**config.mk**
```make
export PLATFORM = sky130hd
export DESIGN_NAME = gpp16_io_port
export DESIGN_NICKNAME = d
export VERILOG_FILES = /design/src/rtl/gpp16_io_port.sv
export SDC_FILE = /design/constraint.sdc
export NUM_CORES = 1
export LEC_CHECK = 0
export BUFFER_PORTS_ARGS = -buffer_cell sky130_fd_sc_hd__buf_2
export CORE_MARGIN = 2
export CORE_UTILIZATION = 60
export CTS_CLUSTER_DIAMETER = 60
export DETAILED_ROUTE_END_ITERATION = 16
export GPL_ROUTABILITY_DRIVEN = 0
export PLACE_DENSITY_LB_ADDON = 0.05
export SYNTH_ARGS = -nofsm -noshare
export SYNTH_HDL_FRONTEND = slang
export SYNTH_SLANG_ARGS = --single-unit
```
**constraint.sdc**
```tcl
create_clock -name clk -period 6.7 [get_ports clk]
set_input_delay 0.67 -clock clk [delete_from_list [all_inputs] [get_ports clk]]
set_output_delay 0.67 -clock clk [all_outputs]
set_load 0.02 [all_outputs]
```
**src/rtl/gpp16_io_port.sv**
```systemverilog
// GPP16 memory-mapped I/O port: four-register window with a TX FIFO stream,
// a single-entry RX holding register, status/control and an interrupt line.
module gpp16_io_port #(
    parameter int          DEPTH   = 8,
    parameter logic [15:0] IO_BASE = 16'hFF00
) (
    input  logic        clk,
    input  logic        rst_n,
    input  logic [15:0] addr_bus,
    input  logic [15:0] cpu_do,
    input  logic        wrmem,
    input  logic        ioe,
    output logic        io_sel,
    output logic [15:0] io_rdata,
    output logic [15:0] tx_data,
    output logic        tx_valid,
    input  logic        tx_ready,
    input  logic [15:0] rx_data,
    input  logic        rx_valid,
    output logic        rx_ready,
    output logic        irq
);

    localparam int AW = $clog2(DEPTH);
    localparam int CW = AW + 1;

    localparam logic [1:0] OFF_TXDATA = 2'd0;
    localparam logic [1:0] OFF_RXDATA = 2'd1;
    localparam logic [1:0] OFF_STATUS = 2'd2;
    localparam logic [1:0] OFF_CTRL   = 2'd3;

    logic          acc_q;
    logic          first_cycle;
    logic          wr_stb;
    logic          rd_stb;
    logic [1:0]    offset;

    logic [15:0]   mem [DEPTH];
    logic [AW-1:0] wr_ptr;
    logic [AW-1:0] rd_ptr;
    logic [CW-1:0] count;
    logic [CW-1:0] count_next;
    logic          tx_full;
    logic          tx_empty;
    logic          push_req;
    logic          push_ok;
    logic          pop;
    logic          tx_drop;

    logic [15:0]   rx_hold;
    logic          rx_full;
    logic          rx_accept;

    logic          rx_irq_en;
    logic          txe_irq_en;

    logic [15:0]   status;
    logic [15:0]   rdata_next;

    // An access is a contiguous run of io_sel; only its first cycle has side effects.
    assign io_sel      = ioe & (addr_bus[15:2] == IO_BASE[15:2]);
    assign first_cycle = io_sel & ~acc_q;
    assign wr_stb      = first_cycle & wrmem;
    assign rd_stb      = first_cycle & ~wrmem;
    assign offset      = addr_bus[1:0];

    assign tx_full   = (count == CW'(DEPTH));
    assign tx_empty  = (count == '0);
    assign tx_valid  = ~tx_empty;
    assign tx_data   = mem[rd_ptr];
    assign push_req  = wr_stb & (offset == OFF_TXDATA);
    assign push_ok   = push_req & ~tx_full;
    assign pop       = tx_valid & tx_ready;

    assign rx_ready  = ~rx_full;
    assign rx_accept = rx_valid & ~rx_full;

    always_ff @(posedge clk or negedge rst_n) begin
        if (!rst_n) begin
            acc_q <= 1'b0;
        end else begin
            acc_q <= io_sel;
        end
    end

    // Fullness is judged on the pre-pop count, so a full FIFO rejects a push even while draining.
    always_comb begin
        count_next = count;
        case ({push_ok, pop})
            2'b10:   count_next = count + CW'(1);
            2'b01:   count_next = count - CW'(1);
            default: count_next = count;
        endcase
    end

    always_ff @(posedge clk or negedge rst_n) begin
        if (!rst_n) begin
            wr_ptr <= '0;
            rd_ptr <= '0;
            count  <= '0;
        end else begin
            count <= count_next;
            if (push_ok) begin
                wr_ptr <= wr_ptr + AW'(1);
            end
            if (pop) begin
                rd_ptr <= rd_ptr + AW'(1);
            end
        end
    end

    always_ff @(posedge clk) begin
        if (push_ok) begin
            mem[wr_ptr] <= cpu_do;
        end
    end

    always_ff @(posedge clk or negedge rst_n) begin
        if (!rst_n) begin
            tx_drop <= 1'b0;
        end else if (push_req && !push_ok) begin
            tx_drop <= 1'b1;
        end else if (wr_stb && offset == OFF_STATUS && cpu_do[3]) begin
            tx_drop <= 1'b0;
        end
    end

    always_ff @(posedge clk or negedge rst_n) begin
        if (!rst_n) begin
            rx_irq_en  <= 1'b0;
            txe_irq_en <= 1'b0;
        end else if (wr_stb && offset == OFF_CTRL) begin
            rx_irq_en  <= cpu_do[0];
            txe_irq_en <= cpu_do[1];
        end
    end

    // Accept only happens while empty, so it never collides with an RXDATA read clearing a full register.
    always_ff @(posedge clk or negedge rst_n) begin
        if (!rst_n) begin
            rx_hold <= '0;
            rx_full <= 1'b0;
        end else if (rx_accept) begin
            rx_hold <= rx_data;
            rx_full <= 1'b1;
        end else if (rd_stb && offset == OFF_RXDATA) begin
            rx_full <= 1'b0;
        end
    end

    always_comb begin
        status      = '0;
        status[0]   = tx_full;
        status[1]   = tx_empty;
        status[2]   = rx_full;
        status[3]   = tx_drop;
        status[8:4] = 5'(count);
    end

    always_comb begin
        rdata_next = '0;
        case (offset)
            OFF_TXDATA: rdata_next = '0;
            OFF_RXDATA: rdata_next = rx_hold;
            OFF_STATUS: rdata_next = status;
            OFF_CTRL:   rdata_next = {14'd0, txe_irq_en, rx_irq_en};
            default:    rdata_next = '0;
        endcase
    end

    always_ff @(posedge clk or negedge rst_n) begin
        if (!rst_n) begin
            io_rdata <= '0;
        end else if (rd_stb) begin
            io_rdata <= rdata_next;
        end
    end

    always_ff @(posedge clk or negedge rst_n) begin
        if (!rst_n) begin
            irq <= 1'b0;
        end else begin
            irq <= (rx_full & rx_irq_en) | (tx_empty & txe_irq_en);
        end
    end

endmodule

```
==> reports/qor.csv <==
stage,metric,value,unit
outcome,status,"finished, final reports clean",
setup_path,cp.required,6990,ps
pwr,p_leak,3.22,nW
setup_path,rr_startpoint,acc_q$_DFF_PN0_,
clocking,cts_hold_buffers,0,
cells_and_area,finalNetCount,533,
run,max_cap_viol_count,0,
drt,wl_per_cell,19.9,µm
floorplan,placeableCoreArea,0.0114,mm²
yosys,synth_async_sr_flop_share,0.273,
yosys,synth_edf_count,128,
floorplan,die_y,112,µm
sta,hold_viol_final,0,
setup_path,max_stage_delay,820,ps
sta,min_period,3370,ps
floorplan,start_util,0.617,
setup_path,crit_top_cell,xor2_1,
sta,max_freq,0.297,GHz
yosys,synthesis.nets,432,
global_route,grt_max_degree,49,
yosys,yosysWarnings,0,
place,dp_cells,598,
sta,finalSetupViolCount,0,
drt,routed_wl,12.5,mm
clocking,cts.clk_slew.worst_paths,60,ps
setup_path,rrSetupSlack,3950,ps
clocking,tritoncts,yes,
floorplan,dieArea,0.0126,mm²
place,dpl_worst_slack,2920,ps
sta,rsz0062_at_grt,false,
yosys,synth_area_per_cell,18.9,µm²
global_route,gr-usage-all-layers,0.216,
floorplan,row_count,39,
setup_path,worstSetupStartpointType,primary input,
setup_path,setup.worst_path.end_class,flop,
sta,worst_slew_pin_slew,1100,ps
global_route,gr-total-overflow,0,
floorplan,die_x,112,µm
clocking,postCtsSetupBuffers,0,
setup_path,crit_chain,buf_2 > or4b_4 > nor4_4 > nand2_1 > ha_1 > xor2_1 > ha_1 > a21oi_1 > xor2_1 > nor2_1 > xor2_1,
clocking,cts.sinks,176,
cells_and_area,drive_gt1_frac,0.429,
setup_path,critPathMaxFanout,19,
setup_path,slowest_stage,nor4_4,
yosys,synthFlopType,edfxtp_1,
drt,drcViolationCount,0,
sta,tns,0,ps
place,port_buffers,89,
yosys,ys_seq_area_frac,0.716,
clocking,clk_latency,420,ps
drt,final_antenna_net_count,0,
yosys,ys_ff_latch,176,
drt,viasPerCell,5.78,
drt,num_vias,3644,
pwr,p_per_area,351,mW/mm²
clocking,cts_root_buf,clkbuf_16,
clocking,cts_buffers,17,
place,hpwlAfterDp,7.66,mm
setup_path,rr_endpoint,count[2]$_DFFE_PN0P_,
drt,dr.first_iter.drc_count,286,
setup_path,path_class,primary input to flop,
cells_and_area,n_fill_cell,744,
clocking,clock_path_buffers,2,
global_route,antenna_found_initial,0,
cells_and_area,multiInputGateArea,0.00188,mm²
global_route,grt_pass1_vias,3863,
pwr,ir_drop,239,µV
clocking,htreeDepth,4,
yosys,synth_area,0.00704,mm²
setup_path,cp.arrival,3660,ps
clocking,postCtsResizedCells,0,
sta,drv_slew,0,
sta,finalClockSkew,8.23,ps
cells_and_area,n_antenna_cell,0,
sta,setup_ws,3330,ps
yosys,yosysUniqueCellTypes,40,
drt,dr.pass1.iters,4,
yosys,netlist_instances,373,
cells_and_area,area_growth,17.3,%
cells_and_area,final_util,0.723,
worst_hold_path,hp-class,primary input to async pin,
cells_and_area,seq_area,0.00505,mm²
sta,fin_crit_sh,0.503,
floorplan,io_pins,90,
cells_and_area,instances_no_fill,630,
setup_path,r2r_cells,10,
global_route,grt_pass1_wl,20.4,mm
sta,slew_headroom,0.265,
[how the worst max path moves through the flow]
stage,from,end,cells past startpoint
3_3_place_gp,addr_bus[4],count[2]$_DFFE_PN0P_,11
4_1_cts,rd_ptr[0]$_DFFE_PN0P_,tx_data[15],4
6_report,addr_bus[4],count[2]$_DFFE_PN0P_,11
5_1_grt,addr_bus[4],count[2]$_DFFE_PN0P_,11
3_5_place_dp,addr_bus[4],count[2]$_DFFE_PN0P_,11
2_1_floorplan,addr_bus[4],mem[1][0]$_DFFE_PP_,4
[flip-flops by register name, summed over array words and instances, names as in the netlist]
signal and count:
mem 128, txe_irq_en 1, rx_hold 16, count 4, rx_full 1, tx_drop 1, irq 1, rd_ptr 3
acc_q 1, rx_irq_en 1, io_rdata 16, wr_ptr 3
[cell type report]
type / instances / share of cell area
well taps: 143 / 0.0217
clock buffers: 23 / 0.0606
clock inverters: 9 / 0.00939
multi-input cells: 167 / 0.228
flip-flops and latches: 176 / 0.611
repair buffers: 100 / 0.0639
inverters: 12 / 0.00545
[cell usage in the layout, fill, tap and decap left out, types with 3 or more instances in the layout]
cell | Yosys | final
a31oi_1 | 5 | 5
inv_1 | 12 | 12
ha_1 | 5 | 5
mux2i_1 | 8 | 8
nor2b_1 | 3 | 3
nand3_1 | 4 | 4
dfrtp_1 | 48 | 47
buf_4 | 0 | 11
mux2_2 | 41 | 41
clkbuf_1 | 12 | 3
clkbuf_16 | 0 | 19
nand2_1 | 11 | 11
buf_2 | 4 | 89
a22oi_1 | 4 | 4
clkinv_2 | 0 | 4
edfxtp_1 | 128 | 128
a21oi_1 | 5 | 5
a22o_1 | 5 | 5
nor2_1 | 9 | 9
mux4_2 | 32 | 32
xnor2_1 | 5 | 5
xor2_1 | 5 | 5
[where the power goes]
part	internal (mW)	leakage (nW)	switching, mW
combinational	0.351	1.20	0.297
clock	0.564	0.289	0.381
sequential	1.20	1.73	0.101
total	2.12	3.22	0.779
[worst max-delay path, delay by kind of cell]
kind            cells  cell delay, ps
xor+xnor            3             470
compound gates      1             140
simple gates        4            1700
buf+inv             1             100
fa+ha+maj           2             570
[routing by layer]
layer	wire [µm]	GRT usage	share of wire	up-vias
met1	5180	0.286	0.41	1851
met5	0	0	0	-
met3	767	0.0605	0.061	11
met4	94	0.0634	0.0075	0
li1	-	-	-	1669
met2	6470	0.359	0.52	113
[cell families after synthesis]
logic type	after synthesis	synth area share
flip-flops	176	0.716
buffers and inverters	30	0.0178
multiplexers	83	0.184
AND/OR/NAND/NOR	46	0.0382
AO/OA/AOI/OAI	23	0.0227
adder cells (fa/ha/maj)	5	0.00888
XOR/XNOR	10	0.0124
[metrics by stage]
stage	instance area, µm²	hold WS (ps)	total power [mW]
finish	8260	440	2.90
global route	8260	467	3.02
CTS	8260	468	2.93
detailed placement	7680	495	1.99
global placement	7680	490	1.98
floorplan	7040	374	1.81
[synthesized netlist by cell type (2+ instances only)]
| cell | n | area (µm²) |
|---|---|---|
| nand3b_1 | 2 | 15.0 |
| a21oi_1 | 5 | 25.0 |
| nor2_1 | 9 | 33.8 |
| dfrtp_1 | 48 | 1200 |
| a22o_1 | 5 | 43.8 |
| mux2i_1 | 8 | 80.1 |
| edfxtp_1 | 128 | 3840 |
| nand4_1 | 2 | 12.5 |
| buf_2 | 4 | 20.0 |
| mux2_4 | 2 | 30.0 |
| nand2b_1 | 2 | 12.5 |
| mux2_2 | 41 | 462 |
| inv_1 | 12 | 45.0 |
| xor2_1 | 5 | 43.8 |
| nor2b_1 | 3 | 18.8 |
| a22oi_1 | 4 | 30.0 |
| mux4_2 | 32 | 721 |
| a31oi_1 | 5 | 31.3 |
| nor3_1 | 3 | 15.0 |
| clkbuf_1 | 12 | 45.0 |
| xnor2_1 | 5 | 43.8 |
| ha_1 | 5 | 62.6 |
| nand2_1 | 11 | 41.3 |
| nand3_1 | 4 | 20.0 |
Power figures use the tool's default switching activity.
